`src/rtl/nbody_gravity_if.sv`:
```
// nbody_gravity_if: frame timing inputs and body position/status outputs of nbody_gravity
// Signals: frame_tick, blanking (into the engine); pos_x, pos_y, busy, done (out of the engine).
// Modports: master drives the timing inputs, slave is the gravity engine.
interface nbody_gravity_if #(
    parameter int NUM_BODIES = 3,
    parameter int INT_W = 11
);
    logic frame_tick;
    logic blanking;
    logic [NUM_BODIES*INT_W-1:0] pos_x;
    logic [NUM_BODIES*INT_W-1:0] pos_y;
    logic busy;
    logic done;
    modport master (output frame_tick, blanking, input pos_x, pos_y, busy, done);
    modport slave (input frame_tick, blanking, output pos_x, pos_y, busy, done);
endinterface

```
`src/rtl/nbody_gravity.sv`:
```
// nbody_gravity: fixed-point N-body gravity engine, one pairwise micro-step per blanking clock
// Ports: clk (pixel clock), reset (async, active-high), bus (nbody_gravity_if.slave):
//   frame_tick/blanking in; pos_x/pos_y (integer position per body, body 0 in LSBs), busy, done out.
// Optional GRAVITY_BOUNCE_EN: clamps positions to the screen on frame_tick and reflects velocity.
// INT_W must be at least 8 so the distance magnitude thresholds are representable.
module nbody_gravity #(
    parameter int NUM_BODIES = 3,
    parameter int INT_W = 11,
    parameter int FRAC_W = 3,
    parameter int VEL_W = 6,
    parameter logic [NUM_BODIES*INT_W-1:0] INIT_X = {11'sd320, 11'sd370, 11'sd270},
    parameter logic [NUM_BODIES*INT_W-1:0] INIT_Y = {11'sd160, 11'sd280, 11'sd200},
    parameter int SCREEN_W = 640,
    parameter int SCREEN_H = 480
) (
    input logic clk,
    input logic reset,
    nbody_gravity_if.slave bus
);
    localparam int PW = INT_W + FRAC_W;
    localparam int DW = INT_W + 1;
    localparam int AW = $clog2(NUM_BODIES);
    localparam logic [AW-1:0] LAST = AW'(NUM_BODIES - 1);
    localparam logic [AW:0] NB = (AW+1)'(NUM_BODIES);
    localparam logic signed [VEL_W+1:0] VMAX = (VEL_W+2)'(2 ** (VEL_W - 1) - 1);
    localparam logic signed [INT_W-1:0] XMAX = INT_W'(SCREEN_W - 1);
    localparam logic signed [INT_W-1:0] YMAX = INT_W'(SCREEN_H - 1);
`ifdef GRAVITY_BOUNCE_EN
    localparam bit BOUNCE = 1'b1;
`else
    localparam bit BOUNCE = 1'b0;
`endif

    typedef enum logic {IDLE, SWEEP} state_t;

    state_t state;
    logic signed [PW-1:0] px [NUM_BODIES];
    logic signed [PW-1:0] py [NUM_BODIES];
    logic signed [PW-1:0] nx [NUM_BODIES];
    logic signed [PW-1:0] ny [NUM_BODIES];
    logic signed [VEL_W-1:0] vx [NUM_BODIES];
    logic signed [VEL_W-1:0] vy [NUM_BODIES];
    logic signed [VEL_W-1:0] nvx [NUM_BODIES];
    logic signed [VEL_W-1:0] nvy [NUM_BODIES];
    logic [AW-1:0] p, q;
    logic axis, busy_r, done_r;
    logic signed [INT_W-1:0] ppx, ppy, qpx, qpy;
    logic signed [DW-1:0] dx, dy, d;
    logic [DW-1:0] m;
    logic [1:0] amag;
    logic signed [VEL_W+1:0] dv;
    logic signed [VEL_W-1:0] vc, vn;
    logic [AW:0] q1, q2;
    logic wrap, last;
    logic [NUM_BODIES*INT_W-1:0] ox, oy;

    function automatic logic signed [VEL_W-1:0] sat(input logic signed [VEL_W+1:0] s);
        return (s > VMAX) ? VMAX[VEL_W-1:0] : (s < -VMAX) ? VEL_W'(-VMAX) : s[VEL_W-1:0];
    endfunction

    function automatic logic signed [VEL_W-1:0] neg_sat(input logic signed [VEL_W-1:0] v);
        return sat(-{{2{v[VEL_W-1]}}, v});
    endfunction

    // Current micro-step: pull of body q on body p along the selected axis.
    always_comb begin
        ppx = px[p][PW-1 -: INT_W];
        ppy = py[p][PW-1 -: INT_W];
        qpx = px[q][PW-1 -: INT_W];
        qpy = py[q][PW-1 -: INT_W];
        dx = {qpx[INT_W-1], qpx} - {ppx[INT_W-1], ppx};
        dy = {qpy[INT_W-1], qpy} - {ppy[INT_W-1], ppy};
        m = (dx[DW-1] ? -dx : dx) + (dy[DW-1] ? -dy : dy);
        amag = (m >= DW'(256)) ? 2'd2 : (m >= DW'(64)) ? 2'd1 : 2'd0;
        d = axis ? dy : dx;
        vc = axis ? vy[p] : vx[p];
        dv = (d == '0) ? '0 : d[DW-1] ? -$signed({{VEL_W{1'b0}}, amag}) : $signed({{VEL_W{1'b0}}, amag});
        vn = sat({{2{vc[VEL_W-1]}}, vc} + dv);
        q1 = {1'b0, q} + (AW+1)'(1);
        q2 = (q1 == {1'b0, p}) ? q1 + (AW+1)'(1) : q1;
        wrap = q2 >= NB;
        last = axis && p == LAST && wrap;
    end

    // Frame advance: position += velocity, optionally clamped to the screen with a bounce.
    always_comb begin
        for (int i = 0; i < NUM_BODIES; i++) begin
            nx[i] = px[i] + {{(PW-VEL_W){vx[i][VEL_W-1]}}, vx[i]};
            ny[i] = py[i] + {{(PW-VEL_W){vy[i][VEL_W-1]}}, vy[i]};
            nvx[i] = vx[i];
            nvy[i] = vy[i];
            if (BOUNCE && nx[i][PW-1]) begin
                nx[i] = '0;
                nvx[i] = neg_sat(vx[i]);
            end else if (BOUNCE && $signed(nx[i][PW-1 -: INT_W]) > XMAX) begin
                nx[i] = {XMAX, {FRAC_W{1'b0}}};
                nvx[i] = neg_sat(vx[i]);
            end
            if (BOUNCE && ny[i][PW-1]) begin
                ny[i] = '0;
                nvy[i] = neg_sat(vy[i]);
            end else if (BOUNCE && $signed(ny[i][PW-1 -: INT_W]) > YMAX) begin
                ny[i] = {YMAX, {FRAC_W{1'b0}}};
                nvy[i] = neg_sat(vy[i]);
            end
        end
    end

    always_ff @(posedge clk or posedge reset) begin
        if (reset) begin
            for (int i = 0; i < NUM_BODIES; i++) begin
                px[i] <= {INIT_X[i*INT_W +: INT_W], {FRAC_W{1'b0}}};
                py[i] <= {INIT_Y[i*INT_W +: INT_W], {FRAC_W{1'b0}}};
                vx[i] <= '0;
                vy[i] <= '0;
            end
            p <= '0;
            q <= AW'(1);
            axis <= 1'b0;
            state <= IDLE;
            busy_r <= 1'b0;
            done_r <= 1'b0;
        end else begin
            done_r <= 1'b0;
            // A tick restarts the sweep and pre-empts any micro-step of the same cycle.
            if (bus.frame_tick) begin
                for (int i = 0; i < NUM_BODIES; i++) begin
                    px[i] <= nx[i];
                    py[i] <= ny[i];
                    vx[i] <= nvx[i];
                    vy[i] <= nvy[i];
                end
                p <= '0;
                q <= AW'(1);
                axis <= 1'b0;
                state <= SWEEP;
                busy_r <= 1'b1;
            end else if (state == SWEEP && bus.blanking) begin
                if (axis) vy[p] <= vn;
                else vx[p] <= vn;
                axis <= ~axis;
                if (last) begin
                    p <= '0;
                    q <= AW'(1);
                    state <= IDLE;
                    busy_r <= 1'b0;
                    done_r <= 1'b1;
                end else if (axis) begin
                    p <= wrap ? p + AW'(1) : p;
                    q <= wrap ? '0 : q2[AW-1:0];
                end
            end
        end
    end

    always_comb begin
        ox = '0;
        oy = '0;
        for (int i = 0; i < NUM_BODIES; i++) begin
            ox[i*INT_W +: INT_W] = px[i][PW-1 -: INT_W];
            oy[i*INT_W +: INT_W] = py[i][PW-1 -: INT_W];
        end
    end

    assign bus.pos_x = ox;
    assign bus.pos_y = oy;
    assign bus.busy = busy_r;
    assign bus.done = done_r;
endmodule

```
`src/flat_wrapper.sv`:
```
// flat-port wrapper written by rule: the top's interface ports become plain ports
module nbody_gravity_flat 
#(
    parameter int NUM_BODIES = 3,
    parameter int INT_W = 11,
    parameter int FRAC_W = 3,
    parameter int VEL_W = 6,
    parameter logic [NUM_BODIES*INT_W-1:0] INIT_X = {11'sd320, 11'sd370, 11'sd270},
    parameter logic [NUM_BODIES*INT_W-1:0] INIT_Y = {11'sd160, 11'sd280, 11'sd200},
    parameter int SCREEN_W = 640,
    parameter int SCREEN_H = 480
)
  (clk, reset, bus_frame_tick, bus_blanking, bus_pos_x, bus_pos_y, bus_busy, bus_done);
  nbody_gravity_if #(.NUM_BODIES(NUM_BODIES), .INT_W(INT_W)) bus_i ();
  input logic clk;
  input logic reset;
  input wire logic [$bits(bus_i.frame_tick)-1:0] bus_frame_tick;
  input wire logic [$bits(bus_i.blanking)-1:0] bus_blanking;
  output wire logic [$bits(bus_i.pos_x)-1:0] bus_pos_x;
  output wire logic [$bits(bus_i.pos_y)-1:0] bus_pos_y;
  output wire logic [$bits(bus_i.busy)-1:0] bus_busy;
  output wire logic [$bits(bus_i.done)-1:0] bus_done;
  assign bus_i.frame_tick = bus_frame_tick;
  assign bus_i.blanking = bus_blanking;
  assign bus_pos_x = bus_i.pos_x;
  assign bus_pos_y = bus_i.pos_y;
  assign bus_busy = bus_i.busy;
  assign bus_done = bus_i.done;
  nbody_gravity #(.NUM_BODIES(NUM_BODIES), .INT_W(INT_W), .FRAC_W(FRAC_W), .VEL_W(VEL_W), .INIT_X(INIT_X), .INIT_Y(INIT_Y), .SCREEN_W(SCREEN_W), .SCREEN_H(SCREEN_H)) u_core (.clk(clk), .reset(reset), .bus(bus_i));
endmodule
```
`config.mk`:
```
export PLATFORM = sky130hd
export DESIGN_NAME = nbody_gravity_flat
export DESIGN_NICKNAME = d
export VERILOG_FILES = /design/src/rtl/nbody_gravity_if.sv /design/src/rtl/nbody_gravity.sv /design/src/flat_wrapper.sv
export SDC_FILE = /design/constraint.sdc
export NUM_CORES = 1
export LEC_CHECK = 0
export CAP_MARGIN = 20
export CELL_PAD_IN_SITES_DETAIL_PLACEMENT = 0
export CELL_PAD_IN_SITES_GLOBAL_PLACEMENT = 1
export CORE_AREA = 2 2 170 214
export DETAILED_ROUTE_END_ITERATION = 10
export DIE_AREA = 0 0 172 216
export PLACE_DENSITY = 0.67
export SLEW_MARGIN = 20
export SYNTH_ARGS = -nofsm -noshare
export SYNTH_HDL_FRONTEND = slang
export SYNTH_SLANG_ARGS = --single-unit
```
`constraint.sdc`:
```
create_clock -name clk -period 21.4 [get_ports clk]
set_input_delay 4.28 -clock clk [delete_from_list [all_inputs] [get_ports clk]]
set_output_delay 4.28 -clock clk [all_outputs]
set_load 0.02 [all_outputs]
```
-- Word level (Yosys, flattened, before mapping)
Cells that the tools add are included.
- flip-flop bits (word level): 127
- memory bits (read-only): 0
- logic and storage cells: 112
- input port bits: 4
- latch bits: 0
- output and inout port bits: 68
- memory bits (writable): 0
- memories: 0
- muxes and demuxes: 51
- magnitude comparators: 8
- reduce and logical (&&, ||, !) cells: 14
- divide/modulo/power cells: 0
- shifts and indexed selects: 0
- equality and inequality tests: 2
- $add $sub $neg: 16
- bitwise gates (word level): 4
- multipliers: 0
- operators by type and width (cell ; number):
    $bmux W14 S2 ; 4
    $mux W14 ; 8
    $add A14 B14 Y14 ; 6
    $mux W6 ; 8
    $bwmux W18 ; 2
    $mux W12 ; 3
    $bmux W6 S2 ; 2
    $neg A12 Y12 ; 2
    $sub A11 B11 Y12 ; 2
    $mux W2 ; 11
    $mux W8 ; 2
    $add A12 B12 Y12 ; 1
    $demux W6 S2 ; 1
    $ge A12 B7 Y1 const B ; 1
    $ge A12 B9 Y1 const B ; 1
    $logic_not A12 Y1 ; 1
    $mux W1 ; 9
    $reduce_and A3 Y1 ; 3
    $add A8 B8 Y8 ; 1
    $gt A8 B6 Y1 const B ; 1
    $lt A8 B6 Y1 const B ; 1
    $neg A2 Y8 ; 1
    $ge A3 B3 Y1 const B ; 2
    $not A2 Y3 ; 2
    other kinds (13) ; 20

-- Logic depth before layout (Yosys ltp)
- depth after elaboration: 19
- mapped depth: 34
- gate-level depth less buffers: 32

-- Least setup slack after synthesis
No wires, ideal clock.
- kind: register to register
- start point: register u_core.q[0]
- end point: register u_core.vx (netlist bit u_core.nvx[10])
- arrival: 7711 ps
- buffers on the path: 4
- cell stages (with the launch flop): 32
- clock period less this slack: 7836 ps
- required time: 21275 ps
- setup slack: 13564 ps
- library setup time: 125 ps
- cells stage by stage: dfstp_2 > clkbuf_1 > clkbuf_1 > mux2i_1 > o22ai_1 > ha_1 > clkbuf_1 > o21a_1 > o31a_1 > o211a_1 > o32a_1 > clkbuf_1 > mux2_2 > ha_1 > a211oi_1 > o21ai_0 > a311oi_1 > o21bai_1 > a21oi_1 > xnor3_1 > nor4b_1 > ha_1 > inv_1 > fa_1 > nor2b_1 > o21a_1 > o21ai_0 > a211oi_1 > nor2_1 > o31ai_1 > o21ai_0 > mux2_2
- cells in the longest elaborated chain, start to end: 19
- elaborated cells on any way between the ends: 29
- classes of those cells: add/sub: 7; order compare: 4; mux: 16; bitwise: 1; reduce/logical: 1
- ends and longest elaborated chain (element ; line ; source):
    from (decl) ; nbody_gravity.sv:45 ; logic [AW-1:0] p, q;
    from (signal assigned) ; nbody_gravity.sv:150 ; q <= wrap ? '0 : q2[AW-1:0];
    $not A2 Y3 (not written as such) * ; nbody_gravity.sv:69, nbody_gravity.sv:70 ;
    $bmux W14 S2 (on tied branches) ; nbody_gravity.sv:69, nbody_gravity.sv:70 ;
    $mux W14 (on tied branches) (2 in series) ; nbody_gravity.sv:69, nbody_gravity.sv:70 ;
    $sub A11 B11 Y12 (on tied branches) ; nbody_gravity.sv:71, nbody_gravity.sv:72 ;
    $neg A12 Y12 ; nbody_gravity.sv:73 ; m = (dx[DW-1] ? -dx : dx) + (dy[DW-1] ? -dy : dy);
    $mux W12 ; nbody_gravity.sv:73 ;
    $add A12 B12 Y12 ; nbody_gravity.sv:73 ;
    $ge A12 B7 Y1 ; nbody_gravity.sv:74 ; amag = (m >= DW'(256)) ? 2'd2 : (m >= DW'(64)) ? 2'd1 : 2'd0;
    [2 not listed] ; - ;
    $neg A2 Y8 ; nbody_gravity.sv:77 ; dv = (d == '0) ? '0 : d[DW-1] ? -$signed({{VEL_W{1'b0}}, amag}) : $signed({{VEL_W{1'b0}}, amag});
    $mux W8 ; nbody_gravity.sv:77 ;
    $mux W8 * ; nbody_gravity.sv:77 ;
    $add A8 B8 Y8 * ; nbody_gravity.sv:78 ; vn = sat({{2{vc[VEL_W-1]}}, vc} + dv);
    $lt A8 B6 Y1 ; nbody_gravity.sv:58 ; return (s > VMAX) ? VMAX[VEL_W-1:0] : (s < -VMAX) ? VEL_W'(-VMAX) : s[VEL_W-1:0];
    $mux W6 ; nbody_gravity.sv:58 ;
    $mux W6 * ; nbody_gravity.sv:58 ;
    $bwmux W18 * ; nbody_gravity.sv:140 ; else vx[p] <= vn;
    to (signal, indexed assignment) ; nbody_gravity.sv:130 ; vx[i] <= nvx[i];
    to (signal, indexed assignment) ; nbody_gravity.sv:140 ;
    to (decl) ; nbody_gravity.sv:41 ; logic signed [VEL_W-1:0] vx [NUM_BODIES];
Mark *: on every way between the ends. The rest lies on a longest branch, timed or not. The select of a mux whose other input is x is not followed.
A chain may end at the register's enable or synchronous reset.

-- Worst setup path in the final report
- start point: register u_core.p[1]
- end point: register u_core.vx (netlist bit u_core.nvx[16])
- cells in the longest elaborated chain, start to end: 19
- elaborated cells on any way between the ends: 41
- classes of those cells: add/sub: 7; order compare: 6; mux: 25; bitwise: 1; reduce/logical: 2
- ends and longest elaborated chain (element ; line ; source):
    from (decl) ; nbody_gravity.sv:45 ;
    from (signal assigned) ; nbody_gravity.sv:149 ; p <= wrap ? p + AW'(1) : p;
    $not A2 Y3 (not written as such) * ; - ;
    $bmux W14 S2 (on tied branches) ; nbody_gravity.sv:67, nbody_gravity.sv:68 ;
    $mux W14 (on tied branches) (2 in series) ; nbody_gravity.sv:67, nbody_gravity.sv:68 ;
    $sub A11 B11 Y12 (on tied branches) ; nbody_gravity.sv:71, nbody_gravity.sv:72 ;
    $neg A12 Y12 ; nbody_gravity.sv:73 ;
    $mux W12 ; nbody_gravity.sv:73 ;
    $add A12 B12 Y12 ; nbody_gravity.sv:73 ;
    $ge A12 B7 Y1 ; nbody_gravity.sv:74 ;
    $mux W1 ; nbody_gravity.sv:74 ;
    $mux W2 ; nbody_gravity.sv:74 ;
    $neg A2 Y8 ; nbody_gravity.sv:77 ;
    $mux W8 (2 in series) ; nbody_gravity.sv:77 ;
    $add A8 B8 Y8 ; nbody_gravity.sv:78 ;
    $lt A8 B6 Y1 ; nbody_gravity.sv:58 ;
    $mux W6 (2 in series) ; nbody_gravity.sv:58 ;
    $bwmux W18 * ; nbody_gravity.sv:140 ;
Marks and branches as above.

==> metrics.md <==
| Metric | Value |
|---|---|
| Status | finished, final reports clean |
| Distinct cell type count after synthesis | 67 |
| Residual DRC count | 0 |
| Relative slew slack | 26.6% |
| CP max stage delay | about 0.76 ns |
| Post-synth net total | 1502 |
| Initial drt markers | between 400 and 500 |
| Post-CTS Setup Repair Bufs | 0 |
| All-layer global routing usage | approximately 18% |
| RSZ-0062 raised after global routing | false |
| Post-layout min period | around 9 ns |
| Layout overhead on the synthesized area | 10.9% |
| CP endpoint kind | register |
| Post-DRT Antenna Nets | 0 |
| Worst Path Max Fanout | between 40 and 50 |
| Critical path endpoint | u_core.nvx[16] |
| Final Hold Fails | 0 |
| Fmax | between 100 and 150 MHz |
| Fillers | between 3k and 4k |
| PortBufs | ~70 |
| #FFs+latches synth | around 130 |
| Vias in the first global route | approximately 9.4k |
| Ys flop type | dfrtp_1 |
| Slowest-stage cell, CP | nor2_1 |
| Crit share post-route | 42.3% |
| RD Place Congestion | between 0.8 and 0.9 |
| First-pass GRT wire length | around 51000 µm |
| Initial Util | between 30% and 40% |
| Critical hold path startpoint | u_core.px[28] |
| CTS sink cnt | 127 |
| Clk Latency, worst-skew pair | roughly 0.44 ns |
| Initial antenna violation count | 0 |
| Vias after detailed routing | about 9.7k |
| Num CTS Buffers | 17 |
| Origin of the critical flop-to-flop path | u_core.p[1] |
| # setup viols final | 0 |
| Share of cells above drive strength 1 | a little under an eighth |
| Die Y | around 220 µm |
| H-tree levels | 4 |
| Flop-to-flop setup slack | 12.36 ns |
| DRT Wirelength | between 30000 and 40000 µm |
| # hold bufs at CTS | 0 |
| Resized Gates After CTS | 0 |
| Reg2reg end | u_core.nvx[16] |
| Worst Max-Slew Pin Slew | roughly 1.1 ns |
| Worst Clk Skew | 0.00850 ns |
| Critical Path Source | u_core.p[1] |
| Critical Path RT | ~22 ns |
| Number of max-cap violations | 0 |
| Kind of start point of the critical path | register |
| Detailed Routing Iterations Pass 1 | 4 |
| Root Driver | clkbuf_16 |
| # IOs | 72 |
| Antenna diodes | 0 |
| Syn_area_per_cell | between 8 and 9 µm² |
| Average wire per standard cell | between 15 and 20 µm |
| Number of synthesized flops with an enable pin | 0 |
| GR Overflow Total | 0 |
| Warnings from Yosys | 0 |
| Mapped cell area | roughly 0.012 mm² |
| CORE AREA | approximately 0.035 mm² |
| Share of flip-flops with an asynchronous set or reset | 100% |
| WP data arrival | ~9.4 ns |
| CTS tree | yes |
| Die width | roughly 170 µm |
| Vias per cell | between 5 and 6 |
| Pin count of the biggest net entering global routing | 67 |
| Worst hold path type | reg2reg |
| Clock tree buffer depth | 2 |
| Die area | 0.0372 mm² |
| Clock-pin slew on the worst setup and hold paths | around 0.060 ns |
| Crit Path Class | reg2reg |
| Footprint of the multi-input gates | slightly above 0.008 mm² |
| Syn Inst Count | roughly 1.4k |
| Reg2reg path depth | 33 |
| Post-synthesis sequential area ratio | roughly a quarter |
| Slew Limit Fails | 0 |
| Fin nets | 1491 |
| Seq. cell area | 0.00321 mm² |
| HPWL after DPL | between 20000 and 25000 µm |
| Final setup TNS | 0 ns |
| Std-Cell Rows | 77 |
Yosys cell counts, types with 6 or more instances:
cell	n	area (µm²)
o22ai_1	11	68.8
nor3b_1	6	45.0
fa_1	10	200
xor2_1	30	263
o21ai_0	85	425
or3_1	16	100
a21o_1	21	158
dfrtp_1	107	2680
a21boi_0	9	67.6
o211ai_1	10	75.1
dfstp_2	20	526
clkbuf_1	34	128
xnor2_1	72	631
nor2_1	114	428
nand3_1	12	60.1
nand2_1	111	417
ha_1	124	1550
and3_1	6	37.5
a31oi_1	18	113
mux2_2	77	867
a211oi_1	15	113
o21bai_1	12	90.1
o21a_1	13	97.6
mux4_2	6	135
nor3_1	48	240
o31ai_1	13	97.6
a21oi_1	64	320
nor2b_1	22	138
inv_1	55	206
buf_4	66	495
nor4_1	6	37.5
and2_1	11	68.8
mux2i_1	56	561
state kept, by name, summed over array words and instances, names as in the netlist:
name              flops
u_core.axis           1
u_core.bus.busy       1
u_core.bus.done       1
u_core.bus.pos_x     33
u_core.bus.pos_y     33
u_core.nvx           18
u_core.nvy           18
u_core.p              2
u_core.px             9
u_core.py             9
u_core.q              2
how the worst min path moves through the flow:
stage,end,slack (ns),depth (start not counted)
final,u_core.px[28],0.51,1
after global routing,u_core.py[16],0.52,1
after CTS,u_core.px[14],0.51,1
after detailed placement,u_core.px[14],0.50,1
after global placement,u_core.px[14],0.49,1
after floorplan,u_core.bus.pos_y[7],0.47,2
per-layer routing:
layer  up-vias  share of wire [%]  wire length [µm]  track usage [%]
li1       4865                  -                 -                -
met1      4621                 45             14500             22.4
met2       137                 50             16000             30.6
met3        36                2.3               738             2.35
met4         0                2.1               680             5.97
met5         -                  0                 0                0
layout make-up:
class	count	area share (%)
Clock buffer	22	3.44
Clock inverter	10	1.18
Inverter	56	1.60
Multi-Input combinational cell	1076	60.1
Sequential cell	127	23.8
Tap cell	474	4.40
Timing Repair Buffer	75	5.48
through the flow:
step / instance area, µm² / setup WS (ns) / cells / util [%] / hold slack (ns)
floorplan: 12200 / 13.56 / 1364 / - / 0.468
global placement: 12900 / 12.55 / 1808 / 36.6 / 0.493
detailed placement: 12900 / 12.39 / 1808 / 36.6 / 0.501
CTS: 13500 / 12.34 / 1840 / 38.4 / 0.514
global route: 13500 / 11.37 / 1840 / 38.4 / 0.523
finish: 13500 / 12.36 / 1840 / 38.4 / 0.507
critical path, delay by kind of cell, from the launching register on:
family                   cells  cell delay (ns)
AO/OA/AOI/OAI               13             2.94
AND/OR/NAND/NOR             10             2.89
adder cells (fa/ha/maj)      4             1.33
buffers and inverters        3             0.70
XOR/XNOR                     2             0.39
multiplexers                 1             0.36
flip-flops                   1             0.32
logic make-up after synthesis:
| kind of cell | after synthesis | synth area share, % |
|---|---|---|
| AOI/OAI and AO/OA | 324 | 17.3 |
| xor gates and xnor gates | 103 | 7.53 |
| adders and majority gates | 134 | 14.4 |
| buffers and inverters | 161 | 7.01 |
| DFF | 127 | 26.3 |
| muxes | 139 | 12.9 |
| and+or+nand+nor | 376 | 14.5 |
layout by cell type (no fill, tap or decap), types with 6 or more instances in the layout:
master	count
o22ai_1	11
inv_1	54
a211oi_1	15
clkdlybuf4s50_1	70
a21oi_1	64
o21bai_1	12
o211ai_1	10
mux4_2	6
mux2_2	77
dfrtp_1	105
and2_1	11
nand3_1	12
o21ai_0	85
a21o_1	21
nand2_1	111
clkbuf_16	17
nor3b_1	6
nor3_1	48
xor2_1	30
nor4_1	6
o21a_1	13
dfstp_2	20
a21boi_0	9
mux2i_1	56
xnor2_1	72
nor2b_1	22
fa_1	10
ha_1	124
a31oi_1	18
or3_1	16
and3_1	6
o31ai_1	13
nor2_1	114
Power is not shown: default switching activity piles up to over one toggle a cycle in this logic, so the estimate is an artifact.
